**config.mk**
```make
export PLATFORM = sky130hd
export DESIGN_NAME = coin_acceptor
export DESIGN_NICKNAME = d
export VERILOG_FILES = /design/src/rtl/coin_acceptor.sv
export SDC_FILE = /design/constraint.sdc
export NUM_CORES = 1
export LEC_CHECK = 0
export BUFFER_PORTS_ARGS = -buffer_cell sky130_fd_sc_hd__buf_2
export CORE_ASPECT_RATIO = 1.25
export CORE_MARGIN = 2
export CORE_UTILIZATION = 50
export DETAILED_ROUTE_END_ITERATION = 12
export PLACE_DENSITY = 0.67
export SLEW_MARGIN = 20
export SYNTH_ARGS = -nofsm -noshare
export SYNTH_HDL_FRONTEND = slang
export SYNTH_SLANG_ARGS = --single-unit
```
**constraint.sdc**
```tcl
create_clock -name clk -period 2.6 [get_ports clk]
set_clock_uncertainty 0.1 [all_clocks]
set_input_delay 0.39 -clock clk [delete_from_list [all_inputs] [get_ports clk]]
set_output_delay 0.39 -clock clk [all_outputs]
set_load 0.01 [all_outputs]
```
**src/rtl/coin_acceptor.sv**
```systemverilog
// rtl/coin_acceptor.sv - debounced, jam-aware two-channel coin sensor front end
// Produces one single-cycle coin code per insertion, with a 2'b00 gap cycle between codes.
module coin_acceptor #(
    parameter int unsigned DEBOUNCE   = 4,
    parameter int unsigned JAM_CYCLES = 64
) (
    input  logic       clk,
    input  logic       rst,
    input  logic       coin_a_raw,
    input  logic       coin_b_raw,
    output logic [1:0] x,
    output logic       jam_a,
    output logic       jam_b
);

    typedef enum logic [2:0] {
        ARM  = 3'd0,
        IDLE = 3'd1,
        RISE = 3'd2,
        HELD = 3'd3,
        JAM  = 3'd4
    } state_t;

    localparam logic [7:0] DEB_LIM = 8'(DEBOUNCE);
    localparam logic [7:0] JAM_LIM = 8'(JAM_CYCLES);

    // Index 0 is channel A, index 1 is channel B throughout.
    logic [1:0] raw;
    logic [1:0] sync1_q;
    logic [1:0] sync2_q;
    state_t     state_q [2];
    logic [7:0] cnt_q   [2];
    logic [7:0] cnt_inc [2];
    logic [1:0] pend_q;
    logic [1:0] jam_q;
    logic [1:0] x_q;
    logic [1:0] x_d;

    assign raw = {coin_b_raw, coin_a_raw};

    always_comb begin
        for (int i = 0; i < 2; i++) begin
            cnt_inc[i] = cnt_q[i] + 8'd1;
        end
    end

    // x_d doubles as the grant vector: bit i set means channel i's pend is consumed.
    always_comb begin
        x_d = 2'b00;
        if (x_q == 2'b00) begin
            if (pend_q[0]) begin
                x_d = 2'b01;
            end else if (pend_q[1]) begin
                x_d = 2'b10;
            end
        end
    end

    always_ff @(posedge clk) begin
        if (rst) begin
            sync1_q <= 2'b11;
            sync2_q <= 2'b11;
            pend_q  <= 2'b00;
            jam_q   <= 2'b00;
            x_q     <= 2'b00;
            for (int i = 0; i < 2; i++) begin
                state_q[i] <= ARM;
                cnt_q[i]   <= 8'd0;
            end
        end else begin
            sync1_q <= raw;
            sync2_q <= sync1_q;
            x_q     <= x_d;
            for (int i = 0; i < 2; i++) begin
                pend_q[i] <= pend_q[i] & ~x_d[i];
                case (state_q[i])
                    ARM: begin
                        if (sync2_q[i]) begin
                            cnt_q[i] <= 8'd0;
                        end else if (cnt_inc[i] == DEB_LIM) begin
                            state_q[i] <= IDLE;
                            cnt_q[i]   <= 8'd0;
                        end else begin
                            cnt_q[i] <= cnt_inc[i];
                        end
                    end
                    IDLE: begin
                        if (sync2_q[i]) begin
                            state_q[i] <= RISE;
                            cnt_q[i]   <= 8'd1;
                        end
                    end
                    RISE: begin
                        if (!sync2_q[i]) begin
                            state_q[i] <= IDLE;
                            cnt_q[i]   <= 8'd0;
                        end else if (cnt_inc[i] == DEB_LIM) begin
                            state_q[i] <= HELD;
                            cnt_q[i]   <= 8'd0;
                            pend_q[i]  <= 1'b1;
                        end else begin
                            cnt_q[i] <= cnt_inc[i];
                        end
                    end
                    HELD: begin
                        if (!sync2_q[i]) begin
                            state_q[i] <= ARM;
                            cnt_q[i]   <= 8'd1;
                        end else if (cnt_inc[i] == JAM_LIM) begin
                            state_q[i] <= JAM;
                            cnt_q[i]   <= 8'd0;
                            jam_q[i]   <= 1'b1;
                        end else begin
                            cnt_q[i] <= cnt_inc[i];
                        end
                    end
                    JAM: begin
                        if (!sync2_q[i]) begin
                            state_q[i] <= ARM;
                            cnt_q[i]   <= 8'd1;
                            jam_q[i]   <= 1'b0;
                        end
                    end
                    default: begin
                        state_q[i] <= ARM;
                        cnt_q[i]   <= 8'd0;
                        jam_q[i]   <= 1'b0;
                    end
                endcase
            end
        end
    end

    assign x     = x_q;
    assign jam_a = jam_q[0];
    assign jam_b = jam_q[1];

endmodule

```
# Word level (Yosys, flattened, before mapping)
# Memories as Yosys holds them, arrays and structs flattened.
# Index checks and enable logic that the tools add are counted.
[word_totals]
mem_count = 2
latch_bits = 0
rom_bits = 0
output_inout_bits = 4
register_bits = 10
ram_bits = 22
input_bits = 4
[mem_list]
columns = ["memory", "depth", "width", "read_ports", "rd_ports_with_merged_regs", "wr", "line_no", "rtl"]
rows = [
  ["cnt_q", 2, 8, 2, 0, 2, "32", "logic [7:0] cnt_q [2];"],
  ["state_q", 2, 3, 2, 0, 2, "31", "state_t state_q [2];"],
]
[op_classes]
n_shift = 0
eq_ne = 18
n_mul = 0
muxes = 155
n_lt_le_gt_ge = 0
n_reduce_logical = 9
div = 0
bitwise_logic = 46
add_sub_neg = 2
[op_table]
columns = ["cell", "count"]
rows = [
  ["8-bit two-way mux", 24],
  ["1-bit two-way mux", 110],
  ["3-bit two-way mux", 16],
  ["1-bit OR", 40],
  ["8-bit by 1-bit adder with 8-bit output, second input constant", 2],
  ["8-bit by 3-bit == test with 1-bit output, second input constant", 2],
  ["8-bit by 7-bit == test with 1-bit output, second input constant", 2],
  ["3-bit by 2-bit == test with 1-bit output, second input constant", 4],
  ["2-bit inequality test, second input constant", 6],
  ["5-bit OR reduction", 2],
  ["4-bit AND reduction", 2],
  ["3-bit by 1-bit == test with 1-bit output, second input constant", 2],
  ["3-bit == test, second input constant", 2],
  ["3-bit zero test", 2],
  ["2-bit two-way mux", 3],
  ["1-bit one-hot mux with 3 select lines", 2],
  ["3-bit OR reduction", 2],
  ["1-bit inverter", 4],
  ["1-bit bitwise AND", 2],
  ["2-bit zero test", 1],
]

# Logic depth before layout (Yosys ltp)
[logic_depth]
word_depth = 18
depth_mapped = 7
depth_no_buf = 7

# Least setup slack after synthesis
# OpenSTA, ideal clock, no wires.
[synth_timing]
kind = "flip-flop to flip-flop"
startpoint = "memory cnt_q[1][3]"
endpoint = "memory state_q[1][0] in the netlist's numbering, enable pin"
arrival_ns = 1.800
path_buffers = 0
slack_ns = 0.433
path_stages_with_launch = 7
synth_period_minus_slack_ns = 2.167
path_cell_list = "edfxtp_1 nand3_2 nor2_1 mux2i_2 nor3_1 o31a_1 or3_1"
[synth_lines]
columns = ["element", "line_no"]
rows = [
  ["start: declaration", "32"],
  ["end: declaration", "31"],
]

==> flow_summary.json <==
{
  "place_area_sq_mm": 0.00194,
  "die-area_sq_mm": 0.00430,
  "post-route-min-period_ns": 2.36,
  "cts_buffer_depth": 2,
  "drcViolationCount": 0,
  "total_power_mw": 1.49,
  "synth.top_cells.by_area": "edfxtp_1, dfxtp_1, nor2_1",
  "holdBufCountCts": 0,
  "synth_top_cell_by_area": "edfxtp_1",
  "n_antenna_cell": 0,
  "drtAntennaViolNets": 0,
  "ios": 8,
  "grt_first_pass_wirelength_mm": 6.60,
  "io_buffers": 7,
  "ys_types": 48,
  "rsz0062_at_grt": "no",
  "slew_viol_final": 0,
  "core_sq_mm": 0.00372,
  "status": "finished, final reports clean",
  "maxCapViolations": 0,
  "crit_type": "register to register",
  "met3_usage": 0.0372,
  "power_density_mw_per_mm2": 732,
  "synthesis.area_sq_mm": 0.00190,
  "die_x_um": 59.1,
  "first_iter_violations": 99,
  "wirelength_mm": 3.81,
  "ctsRootBufferMaster": "clkbuf_8",
  "syn_to_final_growth_pct": 7.00,
  "fp.dieH_um": 72.8,
  "cp.required_ns": 2.52,
  "numCtsBuffers": 5,
  "initial_core_util": 0.509,
  "final.period_utilization": 0.908,
  "netlist_instances": 207,
  "synth_async_sr_flop_share": 0,
  "track_usage": 0.201,
  "drive_gt1_frac": 0.128,
  "met2_usage": 0.368,
  "yosysMostFrequentCell": "nor2_1",
  "synth_common_cells": "nor2_1, edfxtp_1, nand2_1",
  "startpoint_type": "register",
  "grt_busiest_layer": "met2",
  "avgSynthCellArea_sq_um": 9.16,
  "cp_max_fo": 5,
  "grt_pass1_vias": 1454,
  "yosysWarnings": 0,
  "place_congestion": 0.862,
  "multiInputGateArea_sq_um": 963,
  "peakVddDrop_v": 0.000440,
  "antenna_found_initial": 0,
  "htreeDepth": 2,
  "grt_use_met1": 0.230,
  "wl_per_cell_um": 15.2,
  "stdcell_area_sq_mm": 0.00203,
  "end_kind": "register",
  "hold_viol": 0,
  "cts_num_sinks": 32,
  "grt_overflow_total": 0,
  "leakage_nw": 0.740,
  "synthFlopType": "edfxtp_1",
  "ys_seq_area_frac": 0.454,
  "first_pass_iters": 4,
  "num-nets-final": 216,
  "max_slew.worst_pin.slew_ns": 0.443,
  "cts_setup_buffers": 0,
  "num_vias": 1537,
  "ys_ff_latch": 32,
  "viasPerCell": 6.12,
  "finalSetupTns_ns": 0,
  "fillers": 333,
  "synth_top_area_share": 0.349,
  "slew_headroom": 0.704,
  "path_clk_slew_ns": 0.07,
  "max_freq_mhz": 424,
  "final_util": 0.545,
  "post_cts_resized": 0,
  "arrival_ns": 2.28,
  "cts_tree": "done",
  "clk_latency_ns": 0.28,
  "grt_max_degree": 19,
  "finalSetupViolCount": 0,
  "synth_fp_nets": 213,
  "seqCellArea_sq_um": 861,
  "synth_edf_count": 22,
  "rows": 25,
  "dp_hpwl_mm": 2.78,
  "min_path_type": "input pin to register"
}
==> cells by family after synthesis <==
family	after synthesis	synth area share
adder cells (fa/ha/maj)	2	0.0132
multiplexers	1	0.00726
flip-flops	32	0.454
XOR/XNOR	15	0.0693
AO/OA/AOI/OAI	45	0.164
buffers and inverters	17	0.0376
AND/OR/NAND/NOR	95	0.255
==> stage by stage <==
stage	worst slack, ns	std cells	hold WS (ns)
after CTS	0.228	251	0.182
final	0.239	251	0.189
after floorplan	0.433	207	0.289
after global placement	0.362	243	0.298
after detailed placement	0.242	243	0.298
after global routing	0.0373	251	0.184
==> cells in the final DEF (no fill, tap or decap), drive strengths merged, types with 3 or more instances in the layout <==
cell | Yosys | layout
and2 | 4 | 4
edfxtp | 22 | 22
dfxtp | 10 | 10
xnor2 | 9 | 9
nor2 | 30 | 30
nand2 | 16 | 16
a31o | 3 | 3
clkbuf | 10 | 6
or3 | 5 | 5
a31oi | 3 | 3
o22ai | 4 | 4
xor2 | 6 | 6
nor3 | 7 | 7
a21oi | 10 | 10
or2 | 4 | 4
inv | 5 | 5
buf | 2 | 8
and3 | 6 | 6
nor2b | 4 | 4
a211oi | 3 | 3
o21ai | 6 | 6
nand3 | 9 | 9
==> worst paths after layout <==
| path | from | end | slack (ns) | depth (start not counted) |
|---|---|---|---|---|
| max reg2reg | cnt_q[1][3]$_SDFFCE_PP0P_ | state_q[1][0]$_DFFE_PP_ | 0.24 | 6 |
| min reg2reg | sync1_q[1]$_SDFF_PP1_ | sync2_q[1]$_SDFF_PP1_ | 0.31 | 1 |
| max | cnt_q[1][3]$_SDFFCE_PP0P_ | state_q[1][0]$_DFFE_PP_ | 0.24 | 6 |
| min | coin_b_raw | sync1_q[1]$_SDFF_PP1_ | 0.19 | 2 |
==> layout make-up <==
type | instances | share of cell area
Multi-Input combinational cell | 158 | 0.475
Sequential cell | 32 | 0.424
Clock buffer | 6 | 0.0407
Tap cell | 40 | 0.0247
Timing Repair Buffer | 8 | 0.0210
Inverter | 5 | 0.00925
Clock inverter | 2 | 0.00494
==> worst max-delay path, cell delays in order (launching register included) <==
cell and delay (ns):
edfxtp_1 0.45, nand3_2 0.12, nor2_1 0.27, mux2i_2 0.36, nor3_1 0.11, o31a_1 0.28, or3_1 0.40
==> state kept, by name, indices dropped and copies added, names as in the netlist <==
register  cells
cnt_q        16
jam_q         2
pend_q        2
state_q       6
sync1_q       2
sync2_q       2
x             2
==> routing by layer <==
metal | vias to the layer above | wire length, um
met5 | - | 0
met2 | 27 | 2090
met3 | 6 | 86
met4 | 0 | 47
li1 | 757 | -
met1 | 747 | 1580
==> power breakdown <==
group	total, mW	internal, mW	switching [mW]
clock	0.388	0.211	0.177
combinational	0.334	0.151	0.183
sequential	0.764	0.635	0.128
total	1.49	0.997	0.488
No activity file was read; power rests on OpenSTA's default activity.
